File: src/rtl/cpu_pkg.sv
// Shared types for the load/store unit: RV32I access widths and LSU FSM states.
package cpu_pkg;

    typedef enum logic [2:0] {
        LB  = 3'b000,
        LH  = 3'b001,
        LW  = 3'b010,
        LBU = 3'b100,
        LHU = 3'b101
    } mem_width_t;

    typedef enum logic [1:0] {
        IDLE,
        REQ,
        WAIT,
        RESP
    } lsu_state_t;

endpackage

File: src/rtl/lsu_align.sv
// Combinational lane logic: byte enables, store-data replication, load extraction
// and extension, plus misaligned/illegal access detection.
module lsu_align
    import cpu_pkg::*;
(
    input  logic        we,
    input  logic [2:0]  funct3,
    input  logic [1:0]  off,
    input  logic [31:0] wdata,
    input  logic [31:0] rdata,
    output logic [3:0]  be,
    output logic [31:0] wdata_rep,
    output logic [31:0] rdata_ext,
    output logic        err
);

    logic [7:0]  byte_v;
    logic [15:0] half_v;

    assign byte_v = rdata[{off, 3'b000} +: 8];
    assign half_v = rdata[{off[1], 4'b0000} +: 16];

    always_comb begin
        be        = '0;
        wdata_rep = '0;
        rdata_ext = '0;
        err       = 1'b0;
        case (mem_width_t'(funct3))
            LB: begin
                be        = 4'b0001 << off;
                wdata_rep = {4{wdata[7:0]}};
                rdata_ext = {{24{byte_v[7]}}, byte_v};
            end
            LBU: begin
                err       = we;
                be        = 4'b0001 << off;
                rdata_ext = {24'd0, byte_v};
            end
            LH: begin
                err       = off[0];
                be        = 4'b0011 << off;
                wdata_rep = {2{wdata[15:0]}};
                rdata_ext = {{16{half_v[15]}}, half_v};
            end
            LHU: begin
                err       = we | off[0];
                be        = 4'b0011 << off;
                rdata_ext = {16'd0, half_v};
            end
            LW: begin
                err       = (off != 2'b00);
                be        = 4'b1111;
                wdata_rep = wdata;
                rdata_ext = rdata;
            end
            default: err = 1'b1;
        endcase
    end

endmodule

File: src/rtl/lsu.sv
// RV32I load/store unit: one request at a time over a req/gnt/rvalid memory port.
// Define LSU_TIMEOUT_EN to bound the wait for mem_rvalid by TIMEOUT_CYCLES.
module lsu
    import cpu_pkg::*;
#(
    parameter int unsigned TIMEOUT_CYCLES = 255
) (
    input  logic        clk,
    input  logic        rst,
    input  logic        req_valid,
    output logic        req_ready,
    input  logic        req_we,
    input  logic [2:0]  req_funct3,
    input  logic [31:0] req_addr,
    input  logic [31:0] req_wdata,
    input  logic [4:0]  req_rd,
    output logic        mem_req,
    output logic        mem_we,
    output logic [31:0] mem_addr,
    output logic [3:0]  mem_be,
    output logic [31:0] mem_wdata,
    input  logic        mem_gnt,
    input  logic        mem_rvalid,
    input  logic [31:0] mem_rdata,
    output logic        rsp_valid,
    output logic [4:0]  rsp_rd,
    output logic [31:0] rsp_data,
    output logic        rsp_err
);

    lsu_state_t  state_q, state_d;
    logic        we_q, err_q;
    logic [2:0]  funct3_q;
    logic [1:0]  off_q;
    logic [31:0] addr_q, wdata_q, data_q;
    logic [3:0]  be_q;
    logic [4:0]  rd_q;

    logic        idle, accept, expire;
    logic        a_we, a_err;
    logic [2:0]  a_funct3;
    logic [1:0]  a_off;
    logic [3:0]  a_be;
    logic [31:0] a_wdata, a_rdata;

    assign idle   = (state_q == IDLE);
    assign accept = idle & req_valid;

    // One aligner serves both decode at accept and extraction in WAIT.
    assign a_we     = idle ? req_we        : we_q;
    assign a_funct3 = idle ? req_funct3    : funct3_q;
    assign a_off    = idle ? req_addr[1:0] : off_q;

    lsu_align u_align (
        .we        (a_we),
        .funct3    (a_funct3),
        .off       (a_off),
        .wdata     (req_wdata),
        .rdata     (mem_rdata),
        .be        (a_be),
        .wdata_rep (a_wdata),
        .rdata_ext (a_rdata),
        .err       (a_err)
    );

`ifdef LSU_TIMEOUT_EN
    localparam int unsigned CNT_W = $clog2(TIMEOUT_CYCLES + 1);
    logic [CNT_W-1:0] cnt_q;

    always_ff @(posedge clk or posedge rst) begin
        if (rst)                  cnt_q <= '0;
        else if (state_q == REQ)  cnt_q <= '0;
        else if (state_q == WAIT) cnt_q <= cnt_q + 1'b1;
    end

    assign expire = (state_q == WAIT) && (cnt_q == CNT_W'(TIMEOUT_CYCLES - 1));
`else
    logic unused_timeout;
    assign unused_timeout = (TIMEOUT_CYCLES == 0);
    assign expire = 1'b0;
`endif

    always_ff @(posedge clk or posedge rst) begin
        if (rst) state_q <= IDLE;
        else     state_q <= state_d;
    end

    always_comb begin
        state_d = state_q;
        case (state_q)
            IDLE:    if (req_valid) state_d = a_err ? RESP : REQ;
            REQ:     if (mem_gnt) state_d = we_q ? RESP : WAIT;
            WAIT:    if (mem_rvalid || expire) state_d = RESP;
            RESP:    state_d = IDLE;
            default: state_d = IDLE;
        endcase
    end

    always_ff @(posedge clk or posedge rst) begin
        if (rst) begin
            we_q     <= 1'b0;
            funct3_q <= '0;
            off_q    <= '0;
            addr_q   <= '0;
            be_q     <= '0;
            wdata_q  <= '0;
            rd_q     <= '0;
            err_q    <= 1'b0;
            data_q   <= '0;
        end else begin
            if (accept) begin
                we_q     <= req_we;
                funct3_q <= req_funct3;
                off_q    <= req_addr[1:0];
                addr_q   <= {req_addr[31:2], 2'b00};
                be_q     <= a_be;
                wdata_q  <= a_wdata;
                rd_q     <= (req_we || a_err) ? '0 : req_rd;
                err_q    <= a_err;
                data_q   <= '0;
            end
            // rvalid in the expiry cycle takes priority over the timeout.
            if (state_q == WAIT) begin
                if (mem_rvalid) begin
                    data_q <= a_rdata;
                end else if (expire) begin
                    err_q <= 1'b1;
                    rd_q  <= '0;
                end
            end
        end
    end

    always_comb begin
        req_ready = (state_q == IDLE);
        mem_req   = (state_q == REQ);
        mem_we    = (state_q == REQ) & we_q;
        rsp_valid = (state_q == RESP);
    end

    assign mem_addr  = addr_q;
    assign mem_be    = be_q;
    assign mem_wdata = wdata_q;
    assign rsp_rd    = rd_q;
    assign rsp_data  = data_q;
    assign rsp_err   = err_q;

endmodule

File: config.mk
export PLATFORM = sky130hd
export DESIGN_NAME = lsu
export DESIGN_NICKNAME = d
export VERILOG_FILES = /design/src/rtl/cpu_pkg.sv /design/src/rtl/lsu_align.sv /design/src/rtl/lsu.sv
export SDC_FILE = /design/constraint.sdc
export NUM_CORES = 1
export LEC_CHECK = 0
export ABC_AREA = 1
export BUFFER_PORTS_ARGS = -buffer_cell sky130_fd_sc_hd__clkbuf_2
export CORE_UTILIZATION = 45
export CTS_BUF_LIST = sky130_fd_sc_hd__clkbuf_8
export DETAILED_ROUTE_END_ITERATION = 8
export PLACE_DENSITY_LB_ADDON = 0.08
export SYNTH_ARGS = -nofsm -noshare
export SYNTH_HDL_FRONTEND = slang
export SYNTH_HIERARCHICAL = 1
export SYNTH_SLANG_ARGS = --single-unit
File: constraint.sdc
create_clock -name clk -period 3.8 [get_ports clk]
set_input_delay 0.19 -clock clk [delete_from_list [all_inputs] [get_ports clk]]
set_output_delay 0.19 -clock clk [all_outputs]
set_load 0.005 [all_outputs]
==> results of run 1 <==
how the worst max path moves through the flow:
stage	to	slack [ns]
detailed placement	mem_wdata[3]$_DFFE_PP0P_	0.96
global placement	mem_wdata[3]$_DFFE_PP0P_	1.04
CTS	mem_wdata[3]$_DFFE_PP0P_	0.93
floorplan	funct3_q[0]$_DFFE_PP0P_	0.65
finish	mem_wdata[3]$_DFFE_PP0P_	0.94
global route	rsp_rd[0]$_DFFE_PP0P_	0.55
sequential cells by signal, indices dropped and copies added (netlist names):
name       count
rsp_rd         5
rsp_err        1
rsp_data      32
mem_addr      30
mem_be         4
state_q        2
funct3_q       3
off_q          2
we_q           1
mem_wdata     32
logic make-up after synthesis:
logic type / after synthesis / synth area share
flip-flops: 112 / 0.470
adder cells (fa/ha/maj): 6 / 0.0126
other: 1 / 0.000629
AND/OR/NAND/NOR: 566 / 0.391
buffers and inverters: 103 / 0.0835
AO/OA/AOI/OAI: 42 / 0.0426
critical path: cells and delay by family, from the launching register on:
kind / cells / cell delay [ns]
flip-flops: 1 / 0.45
adder cells (fa/ha/maj): 1 / 0.40
AO/OA/AOI/OAI: 2 / 1.16
buffers and inverters: 1 / 0.12
AND/OR/NAND/NOR: 5 / 0.66
power groups by stage:
| stage | clock [mW] | combinational [mW] | sequential, mW |
|---|---|---|---|
| 2_1_floorplan | 0 | 2.29 | 2.00 |
| 3_5_place_dp | 0 | 3.32 | 1.98 |
| 3_3_place_gp | 0 | 3.30 | 1.98 |
| 4_1_cts | 0.815 | 3.37 | 1.97 |
| 5_1_grt | 0.840 | 3.85 | 2.04 |
| 6_report | 0.776 | 3.36 | 1.97 |
synth_stat cells:
master    instances
nor2_1           21
conb_1            1
buf_6             6
inv_1            51
buf_4             9
nand3_1          90
o21ai_2           2
a21oi_1          11
o31ai_1           5
a211oi_1          1
ha_1              6
o21ai_0          18
buf_2            24
nor2_2            2
o21ai_4           1
inv_4             1
nor2_8            1
nand2_2           2
nor2_4            2
clkbuf_1          7
nand2_4           5
o211ai_1          4
inv_2             4
clkinv_1          1
or2_2             5
nand2_1         438
dfrtp_1         112
stage by stage:
| stage | hold WS [ns] | util |
|---|---|---|
| floorplan | 0.300 | - |
| global placement | 0.386 | 0.553 |
| detailed placement | 0.387 | 0.553 |
| CTS | 0.00112 | 0.599 |
| global route | 0.0117 | 0.599 |
| finish | 0.0195 | 0.599 |
layer usage:
layer / share of wire / vias up / GRT usage / wire length [microns]
met2: 0.45 / 226 / 0.408 / 7660
met1: 0.46 / 2690 / 0.338 / 7800
li1: - / 3017 / - / -
met3: 0.073 / 25 / 0.0582 / 1250
met4: 0.018 / 0 / 0.0844 / 311
met5: 0 / - / 0 / 0
layout make-up:
type / instances / area [sq um]
Fill cell: 1197 / 5130
Sequential cell: 112 / 2800
Multi-Input combinational cell: 616 / 2670
Timing Repair Buffer: 262 / 1530
Inverter: 57 / 219
Tap cell: 172 / 215
Clock buffer: 9 / 124
Clock inverter: 7 / 95.1
==> results.txt, run 1 <==
Number of global-route vias before repair -> 5453
HPWL Detailed -> 11600 microns
Top-area cell type share of the netlist area -> 0.470
Worst-margin pin slew -> 1.18 ns
Core Box Area -> 12800 sq um
Required @ worst endpoint -> 4.14 ns
Initial antenna violation count -> 0
First-pass GRT wire length -> 26500 microns
Site row count -> 41
Tot Pwr -> 6.10 mW
Initial core utilization -> 0.467
Vias post-DR -> 5958
Endpoint kind of the worst setup timing path -> register
Dpl ws -> 0.963 ns
Final setup viols -> 0
I/O Buffers -> 217
ANT cells -> 0
Distinct cells, synth -> 27
Wire length per cell -> 13.8 microns
Ys Warns -> 6
Sequential area share after synthesis -> 0.470
Overflow after GRT -> 0
Post-CTS sizing -> 0
Setup bufs post-CTS -> 0
Placed Area -> 7070 sq um
H-tree depth -> 3
GRT Resource Usage Total -> 0.253
Clk sinks -> 112
Tcrit/Tclk final -> 0.754
DR vias/cell -> 4.82
Worst setup margin -> 0.936 ns
Hold depth -> 3
Total leakage power -> 4.71 nW
Clk slew on worst S/H paths -> 0.11 ns
Yosys reg bits -> 112
Die X-Extent -> 117 microns
Clock Skews -> 0.00851 ns
Die area -> 13700 sq um
Nets -> 1174
Largest net degree at the start of global routing -> 91
Worst-case reg-to-reg path depth -> 9
CTS Root Cell -> clkbuf_8
Cells after DPL -> 1183
Max-Cap Viols -> 0
Hold Path End -> off_q[0]$_DFFE_PP0P_
DRC viols -> 0
Period minus WS final -> 2.86 ns
Worst setup path class -> register to register
Status -> finished clean
Pwr per Cell Area -> 798 nW/um^2
Maximum clock frequency -> 349 MHz
Synth Instances -> 830
Worst hold path class -> input pin to register
Top-level I/O count -> 220
Clock power share -> 0.127
CP arrival -> 3.20 ns
Slowest-stage cell, CP -> o21ai_0
Syn Area/Cell -> 7.18 sq um
Antenna viol nets, final -> 0
RSZ-0062 raised after global routing -> no
Worst setup startpoint -> state_q[0]$_DFFE_PP0P_
Most used cell, CP -> nand2_1
Switching part of the total -> 0.471
Most common cell after layout, fill and taps aside -> nand2_1
Final Hold Fails -> 0
FF-to-FF Start -> state_q[0]$_DFFE_PP0P_
Hold buffer count at cts -> 36
Combinational fraction of design power -> 0.550
Setup TNS -> 0 ns
DR pass1 iterations -> 5
Area of the mapped netlist -> 5960 sq um
CTS Buffer Depth -> 2
Final Cell Area -> 7650 sq um
Cell Chain, Critical Path -> inv_1, ha_1, o21ai_0, nand2_4, o21ai_2, nor2_4, nor2_1, nand2_1, nand2_1
Post-Layout Cell Count -> 1235
TritonCTS clock tree -> done
Slowest stage delay, CP -> 0.64 ns
CTS Buf Count -> 9
DR iter-0 viols -> 385
R2r endpoint -> mem_wdata[3]$_DFFE_PP0P_
Crit-path max FO -> 15
P_int -> 3.23 mW
DRT Wirelength -> 17000 microns
Worst vdd ir -> 0.336 mV
Pins Over Slew Limit -> 0
Most frequent cells in the layout -> nand2_1, clkbuf_2, dfrtp_1
Net Sw Power -> 2.88 mW
Worst Setup Start Kind -> register
Die Ht -> 117 microns
Hold_sp -> req_addr[0]
Top cells by area, synth -> dfrtp_1, nand2_1, nand3_1
Leading area contributor after synthesis -> dfrtp_1
Fraction of layout cells with a size suffix above 1 -> 0.252
Clock latency at the later pin of the worst-skew pair -> 0.40 ns
Reg2Reg Setup Slack -> 0.94 ns
Sequential Power Share -> 0.323
Worst rel slew slack -> 0.213
Area Growth Syn to Fin -> 28.3%
Gpl congestion -> 0.838
Power figures use the tool's default switching activity.
==> run 2: changes to the inputs <==
--- a/config.mk
+++ b/config.mk
@@ -5,7 +5,7 @@
 export SDC_FILE = /design/constraint.sdc
 export NUM_CORES = 1
 export LEC_CHECK = 0
-export ABC_AREA = 1
+export ABC_AREA = 0
 export BUFFER_PORTS_ARGS = -buffer_cell sky130_fd_sc_hd__clkbuf_2
 export CORE_UTILIZATION = 45
 export CTS_BUF_LIST = sky130_fd_sc_hd__clkbuf_8
==> constraint.sdc (replaced) <==
create_clock -name clk -period 2.85 [get_ports clk]
set_input_delay 0.1425 -clock clk [delete_from_list [all_inputs] [get_ports clk]]
set_output_delay 0.1425 -clock clk [all_outputs]
set_load 0.005 [all_outputs]
==> run 2 against run 1 <==
  * Sequential share of layout area is 0.084 points lower
  * Die area is 1.4% lower
  * Via count is 19% lower
  * Global-route usage is 1.3 points lower
  * Maximum frequency is 9.8% higher
  * Sequential power is 35% higher
  * Cell area is 0.23% higher
  * Critical path depth is 1 higher
  * Non-clock buffer count is 16 higher
  * Register-to-register slack worse by 0.69 ns
  * Synthesized cell count is 39% lower
  * Largest cell class unchanged
  * First-iteration DRC count is 42% lower
==> results.txt, run 2 <==
Most common cell after layout, fill and taps aside -> clkbuf_2 (was nand2_1)
Fraction of layout cells with a size suffix above 1 -> 0.473 (was 0.252)
Core Box Area -> 12700 sq um (was 12800 sq um)
Area Growth Syn to Fin -> 30.4% (was 28.3%)
Hold Path End -> off_q[1]$_DFFE_PP0P_ (was off_q[0]$_DFFE_PP0P_)
Crit-path max FO -> 32 (was 15)
Top-level I/O count -> 220 (unchanged)
R2r endpoint -> rsp_data[1]$_DFF_PP0_ (was mem_wdata[3]$_DFFE_PP0P_)
FF-to-FF Start -> state_q[1]$_DFFE_PP0P_ (was state_q[0]$_DFFE_PP0P_)
Maximum clock frequency -> 383 MHz (was 349 MHz)
Leading area contributor after synthesis -> dfrtp_1 (unchanged)
CP arrival -> 2.89 ns (was 3.20 ns)
Synth Instances -> 508 (was 830)
Die X-Extent -> 116 microns (was 117 microns)
Worst rel slew slack -> 0.485 (was 0.213)
Nets -> 866 (was 1174)
Site row count -> 41 (unchanged)
DR iter-0 viols -> 222 (was 385)
Wire length per cell -> 16.9 microns (was 13.8 microns)
Worst Setup Start Kind -> register (unchanged)
I/O Buffers -> 217 (unchanged)
Hold depth -> 2 (was 3)
Final Hold Fails -> 0 (unchanged)
Final Cell Area -> 7660 sq um (was 7650 sq um)
Overflow after GRT -> 0 (unchanged)
Pins Over Slew Limit -> 0 (unchanged)
Die Ht -> 116 microns (was 117 microns)
Sequential area share after synthesis -> 0.477 (was 0.470)
Yosys reg bits -> 112 (unchanged)
HPWL Detailed -> 11100 microns (was 11600 microns)
Switching part of the total -> 0.407 (was 0.471)
Tot Pwr -> 8.30 mW (was 6.10 mW)
Worst setup path class -> register to register (unchanged)
Net Sw Power -> 3.38 mW (was 2.88 mW)
Largest family of logic cells by synthesized area -> multiplexers (was simple AND/OR/NAND/NOR gates)
Initial core utilization -> 0.464 (was 0.467)
XOR/XNOR Fraction of Synth Area -> 0 (unchanged)
Worst setup margin -> 0.242 ns (was 0.936 ns)
Fillers -> 1103 (was 1197)
Hold_sp -> req_addr[1] (was req_addr[0])
H-tree depth -> 3 (unchanged)
Number of global-route vias before repair -> 4827 (was 5453)
GRT Resource Usage Total -> 0.240 (was 0.253)
Clk slew on worst S/H paths -> 0.11 ns (about the same)
CTS Root Cell -> clkbuf_8 (unchanged)
Antenna viol nets, final -> 0 (unchanged)
Worst hold path class -> input pin to register (unchanged)
Pwr per Cell Area -> 1080 nW/um^2 (was 798 nW/um^2)
Worst vdd ir -> 0.535 mV (was 0.336 mV)
Placed Area -> 7080 sq um (was 7070 sq um)
Required @ worst endpoint -> 3.13 ns (was 4.14 ns)
Sequential Power Share -> 0.319 (was 0.323)
Initial antenna violation count -> 0 (unchanged)
ANT cells -> 0 (unchanged)
Total leakage power -> 3.88 nW (was 4.71 nW)
Top cells by area, synth -> dfrtp_1, mux2_2, a22o_1 (was dfrtp_1, nand2_1, nand3_1)
Die area -> 13500 sq um (was 13700 sq um)
Gpl congestion -> 0.906 (was 0.838)
CTS Buffer Depth -> 2 (unchanged)
Distinct cells, synth -> 40 (was 27)
Adder-Cell Fraction of Synth Area -> 0.0128 (was 0.0126)
Largest net degree at the start of global routing -> 55 (was 91)
Most frequent cells after synthesis -> dfrtp_1, mux2_2, a21oi_1, nand2_1, a22o_1 (was nand2_1, dfrtp_1, nand3_1, inv_1, buf_2)
DR pass1 iterations -> 4 (was 5)
Clock latency at the later pin of the worst-skew pair -> 0.38 ns (was 0.40 ns)
DR vias/cell -> 5.24 (was 4.82)
Final setup viols -> 0 (unchanged)
First-pass GRT wire length -> 24700 microns (was 26500 microns)
Status -> finished clean (unchanged)
Post-synthesis mux area share -> 0.202 (was 0)
Ys Warns -> 6 (unchanged)
Clock power share -> 0.107 (was 0.127)
Syn Area/Cell -> 11.6 sq um (was 7.18 sq um)
Reg2Reg Setup Slack -> 0.24 ns (was 0.94 ns)
Clk sinks -> 112 (unchanged)
Most used DFF post-synth -> dfrtp_1 (unchanged)
P_int -> 4.92 mW (was 3.23 mW)
Worst-margin pin slew -> 0.771 ns (was 1.18 ns)
Vias post-DR -> 4855 (was 5958)
Post-synthesis simple-gate area fraction -> 0.0615 (was 0.391)
Top-area cell type share of the netlist area -> 0.477 (was 0.470)
Period minus WS final -> 2.61 ns (was 2.86 ns)
Most frequent cells in the layout -> clkbuf_2, dfrtp_1, mux2_2 (was nand2_1, clkbuf_2, dfrtp_1)
FFs w/ async S/R, synth -> 1.00 (unchanged)
RSZ-0062 raised after global routing -> no (unchanged)
Combinational fraction of design power -> 0.574 (was 0.550)
Post-synth EDFFs -> 0 (unchanged)
CTS Buf Count -> 9 (unchanged)
TritonCTS clock tree -> done (unchanged)
Tcrit/Tclk final -> 0.915 (was 0.754)
Setup TNS -> 0 ns (unchanged)
Area of the mapped netlist -> 5880 sq um (was 5960 sq um)
DRT Wirelength -> 15700 microns (was 17000 microns)
DRC viols -> 0 (unchanged)
Dpl ws -> 0.187 ns (was 0.963 ns)
Most frequent cell after synthesis -> dfrtp_1 (was nand2_1)
Worst-case reg-to-reg path depth -> 10 (was 9)
Clock Skews -> 0.00963 ns (was 0.00851 ns)
Compound-Gate Fraction of Synth Area -> 0.190 (was 0.0426)
Endpoint kind of the worst setup timing path -> register (unchanged)
Max-Cap Viols -> 0 (unchanged)
==> run 2: power by group through the flow <==
stage | sequential (mW) | combinational [mW] | clock, mW
after detailed placement | 2.68 | 4.73 | 0
after CTS | 2.65 | 4.78 | 0.921
after global placement | 2.64 | 4.61 | 0
final | 2.65 | 4.77 | 0.887
after global routing | 2.73 | 5.28 | 0.975
after floorplan | 2.69 | 3.31 | 0
==> run 2: worst max-delay path, cell delays in order (launching register included) <==
cell and delay (ns):
dfrtp_1 0.40, inv_1 0.08, ha_1 0.22, buf_4 0.17, mux2_2 0.24, buf_4 0.33
nor2_1 0.12, buf_4 0.20, a22oi_1 0.36, o22ai_1 0.14, a22o_1 0.23
==> run 2: per-layer routing <==
layer | track usage | vias to the layer above | wire length [microns]
met4 | 0.106 | 0 | 317
met3 | 0.0597 | 21 | 1020
met2 | 0.382 | 166 | 7630
li1 | - | 2327 | -
met5 | 0 | - | 0
met1 | 0.311 | 2341 | 6700
==> run 2: cells by family (layout without fill, tap and decap cells) <==
group / count (synthesis) / count (layout)
simple gates: 75 / 75
mux: 104 / 104
flops: 112 / 112
buf+inv: 56 / 302
other cells: 1 / 2
compound gates: 154 / 154
fa+ha+maj: 6 / 6
==> run 2: cell type report <==
cell class                      instances  area, sq um  area share
Sequential cell                       112         2800       0.366
Clock buffer                            9          124      0.0162
Tap cell                              172          215      0.0281
Timing Repair Buffer                  278         1680       0.219
Clock inverter                          7         48.8     0.00637
Inverter                                8         33.8     0.00441
Multi-Input combinational cell        341         2760       0.360
==> run 2: through the flow <==
| step | hold slack (ns) | instances | utilization |
|---|---|---|---|
| after floorplan | 0.275 | 509 | - |
| after global placement | 0.296 | 871 | 0.559 |
| after detailed placement | 0.311 | 871 | 0.559 |
| after CTS | 0.00939 | 927 | 0.604 |
| after global routing | 0.0170 | 927 | 0.605 |
| final | 0.0261 | 927 | 0.605 |
==> run 2: what timing repair did <==
action                                  4_1_cts  5_1_grt
hold buffers                                 40        0
gates resized for setup                       0        2
hold endpoints to repair                     70        0
endpoints found under the setup margin        0       28
buffers inserted                              0        0
==> run 2: how the worst max path moves through the flow <==
stage | startpoint | end | cells after the start
finish | state_q[1]$_DFFE_PP0P_ | rsp_data[1]$_DFF_PP0_ | 10
global route | state_q[0]$_DFFE_PP0P_ | mem_wdata[19]$_DFFE_PP0P_ | 9
CTS | state_q[1]$_DFFE_PP0P_ | mem_wdata[11]$_DFFE_PP0P_ | 9
detailed placement | state_q[1]$_DFFE_PP0P_ | mem_wdata[11]$_DFFE_PP0P_ | 9
global placement | state_q[1]$_DFFE_PP0P_ | rsp_data[19]$_DFF_PP0_ | 8
floorplan | state_q[0]$_DFFE_PP0P_ | rsp_data[29]$_DFF_PP0_ | 10
==> run 3: changes to the inputs <==
--- a/config.mk
+++ b/config.mk
@@ -5,12 +5,13 @@
 export SDC_FILE = /design/constraint.sdc
 export NUM_CORES = 1
 export LEC_CHECK = 0
-export ABC_AREA = 0
+export ABC_AREA = 1
 export BUFFER_PORTS_ARGS = -buffer_cell sky130_fd_sc_hd__clkbuf_2
 export CORE_UTILIZATION = 45
 export CTS_BUF_LIST = sky130_fd_sc_hd__clkbuf_8
 export DETAILED_ROUTE_END_ITERATION = 8
 export PLACE_DENSITY_LB_ADDON = 0.08
+export RECOVER_POWER = 100
 export SYNTH_ARGS = -nofsm -noshare
 export SYNTH_HDL_FRONTEND = slang
 export SYNTH_HIERARCHICAL = 1
==> run 3 against run 2 <==
  * Final cell count up 35%
  * Power down 3.9%
  * Count of clock-buffer cells in the layout did not move
  * Largest cell class unchanged
  * Largest power group unchanged
==> results.txt, run 3 (synthesis gave the netlist of run 1 again) <==
Status -> finished clean (unchanged)
Overflow after GRT -> 0 (unchanged)
Vias post-DR -> 5982 (was 4855)
I/O Buffers -> 217 (unchanged)
Worst Setup Start Kind -> register (unchanged)
Max-Cap Viols -> 0 (unchanged)
Fillers -> 1266 (was 1103)
Post-CTS sizing -> 0 (unchanged)
Setup TNS -> 0 ns (unchanged)
Slowest stage delay, CP -> 0.91 ns (was 0.40 ns)
Slowest-stage cell, CP -> clkbuf_4 (was dfrtp_1)
Final setup viols -> 0 (unchanged)
Net Sw Power -> 3.83 mW (was 3.38 mW)
RSZ-0062 raised after global routing -> no (unchanged)
Worst-case reg-to-reg path depth -> 7 (was 10)
Required @ worst endpoint -> 3.17 ns (was 3.13 ns)
Die area -> 13700 sq um (was 13500 sq um)
Worst rel slew slack -> 0.108 (was 0.485)
Gpl congestion -> 0.878 (was 0.906)
Final Hold Fails -> 0 (unchanged)
HPWL Detailed -> 11700 microns (was 11100 microns)
Pwr per Cell Area -> 1050 nW/um^2 (was 1080 nW/um^2)
ANT cells -> 0 (unchanged)
TritonCTS clock tree -> done (unchanged)
DRT Wirelength -> 17300 microns (was 15700 microns)
Endpoint kind of the worst setup timing path -> register (unchanged)
DR iter-0 viols -> 381 (was 222)
DR vias/cell -> 4.80 (was 5.24)
First-pass GRT wire length -> 27100 microns (was 24700 microns)
CTS Buffer Depth -> 2 (unchanged)
Worst-margin pin slew -> 1.34 ns (was 0.771 ns)
Worst vdd ir -> 0.402 mV (was 0.535 mV)
Maximum clock frequency -> 392 MHz (was 383 MHz)
Crit-path max FO -> 108 (was 32)
Number of global-route vias before repair -> 5513 (was 4827)
DRC viols -> 0 (unchanged)
Die X-Extent -> 117 microns (was 116 microns)
CP arrival -> 2.87 ns (was 2.89 ns)
Final Core Density -> 0.596 (was 0.605)
Site row count -> 41 (unchanged)
Wire length per cell -> 13.9 microns (was 16.9 microns)
Antenna viol nets, final -> 0 (unchanged)
Fraction of layout cells with a size suffix above 1 -> 0.183 (was 0.473)
GRT Resource Usage Total -> 0.259 (was 0.240)
P_int -> 4.15 mW (was 4.92 mW)
Total leakage power -> 4.50 nW (was 3.88 nW)
Core Box Area -> 12800 sq um (was 12700 sq um)
Area of the multi-input gates -> 2670 sq um (was 2760 sq um)
Sequential Power Share -> 0.331 (was 0.319)
Placed Area -> 7140 sq um (was 7080 sq um)
Cell Chain, Critical Path -> inv_1, ha_1, clkbuf_1, nand2_4, clkbuf_4, nand3_1, nand2_1 (was inv_1, ha_1, buf_4, mux2_2, buf_4, nor2_1, buf_4, a22oi_1, o22ai_1, a22o_1)
Worst setup path class -> register to register (unchanged)
Clk slew on worst S/H paths -> 0.12 ns (was 0.11 ns)
Clock power share -> 0.113 (was 0.107)
CTS Buf Count -> 9 (unchanged)
Top-level I/O count -> 220 (unchanged)
Tcrit/Tclk final -> 0.895 (was 0.915)
Die Ht -> 117 microns (was 116 microns)
Hold depth -> 5 (was 2)
DR pass1 iterations -> 5 (was 4)
Worst hold path class -> input pin to register (unchanged)
Most frequent cells in the layout -> nand2_1, clkbuf_2, dfrtp_1 (was clkbuf_2, dfrtp_1, mux2_2)
Register area -> 2800 sq um (unchanged)
Combinational fraction of design power -> 0.556 (was 0.574)
Initial core utilization -> 0.467 (was 0.464)
CTS Root Cell -> clkbuf_8 (unchanged)
Switching part of the total -> 0.480 (was 0.407)
Pins Over Slew Limit -> 0 (unchanged)
Period minus WS final -> 2.55 ns (was 2.61 ns)
Initial antenna violation count -> 0 (unchanged)
Clock latency at the later pin of the worst-skew pair -> 0.39 ns (was 0.38 ns)
Most common cell after layout, fill and taps aside -> nand2_1 (was clkbuf_2)
Area Growth Syn to Fin -> 27.6% (was 30.4%)
Clk sinks -> 112 (unchanged)
Final Cell Area -> 7610 sq um (was 7660 sq um)
H-tree depth -> 3 (unchanged)
Clock Skews -> 0.0162 ns (was 0.00963 ns)
Nets -> 1186 (was 866)
Largest net degree at the start of global routing -> 109 (was 55)
## run 3: what timing repair did
item / 4_1_cts / 5_1_grt
endpoints found under the hold margin: 66 / 0
setup buffers: 0 / 0
hold buffers: 42 / 0
## run 3: worst paths after layout
check | startpoint | to | slack [ns]
max | state_q[0]$_DFFE_PP0P_ | rsp_data[18]$_DFF_PP0_ | 0.30
min reg2reg | mem_addr[5]$_DFFE_PP0P_ | mem_addr[5]$_DFFE_PP0P_ | 0.48
min in group asynchronous | rst | mem_wdata[19]$_DFFE_PP0P_ | 0.52
min | req_wdata[13] | mem_wdata[13]$_DFFE_PP0P_ | 0.04
max in group asynchronous | rst | mem_wdata[3]$_DFFE_PP0P_ | 0.49
max reg2reg | state_q[0]$_DFFE_PP0P_ | rsp_data[18]$_DFF_PP0_ | 0.30
## run 3: power by group through the flow
stage | Clock (mW) | Sequential [mW] | Combinational [mW]
2_1_floorplan | 0 | 2.67 | 3.05
3_3_place_gp | 0 | 2.65 | 4.50
3_5_place_dp | 0 | 2.66 | 4.52
4_1_cts | 0.941 | 2.63 | 4.59
5_1_grt | 0.997 | 2.72 | 5.09
6_report | 0.904 | 2.64 | 4.44
## run 3: layer usage
layer | wire length [microns] | vias to the layer above | track usage
met5 | 0 | - | 0
met3 | 1210 | 34 | 0.0427
met4 | 450 | 0 | 0.122
met2 | 7670 | 232 | 0.394
li1 | - | 3039 | -
met1 | 7970 | 2677 | 0.360
## run 3: layout make-up
type                            count  area share
Sequential cell                   112       0.368
Multi-Input combinational cell    616       0.350
Timing Repair Buffer              274       0.201
Inverter                           57      0.0286
Tap cell                          172      0.0283
Clock buffer                        9      0.0163
Clock inverter                      7     0.00724
## run 3: stage by stage
stage	total power, mW	worst slack (ns)	hold slack, ns	cells
floorplan	5.72	0.365	0.252	831
global placement	7.15	0.411	0.244	1189
detailed placement	7.18	0.338	0.237	1189
CTS	8.16	0.310	0.0259	1247
global route	8.81	0.0147	0.0567	1247
finish	7.98	0.299	0.0446	1247
## run 3: worst max-delay path, delay by kind of cell, from the launching register on
family                   cells  cell delay [ns]
flip-flops                   1             0.45
adder cells (fa/ha/maj)      1             0.34
AND/OR/NAND/NOR              3             0.35
buffers and inverters        3             1.25
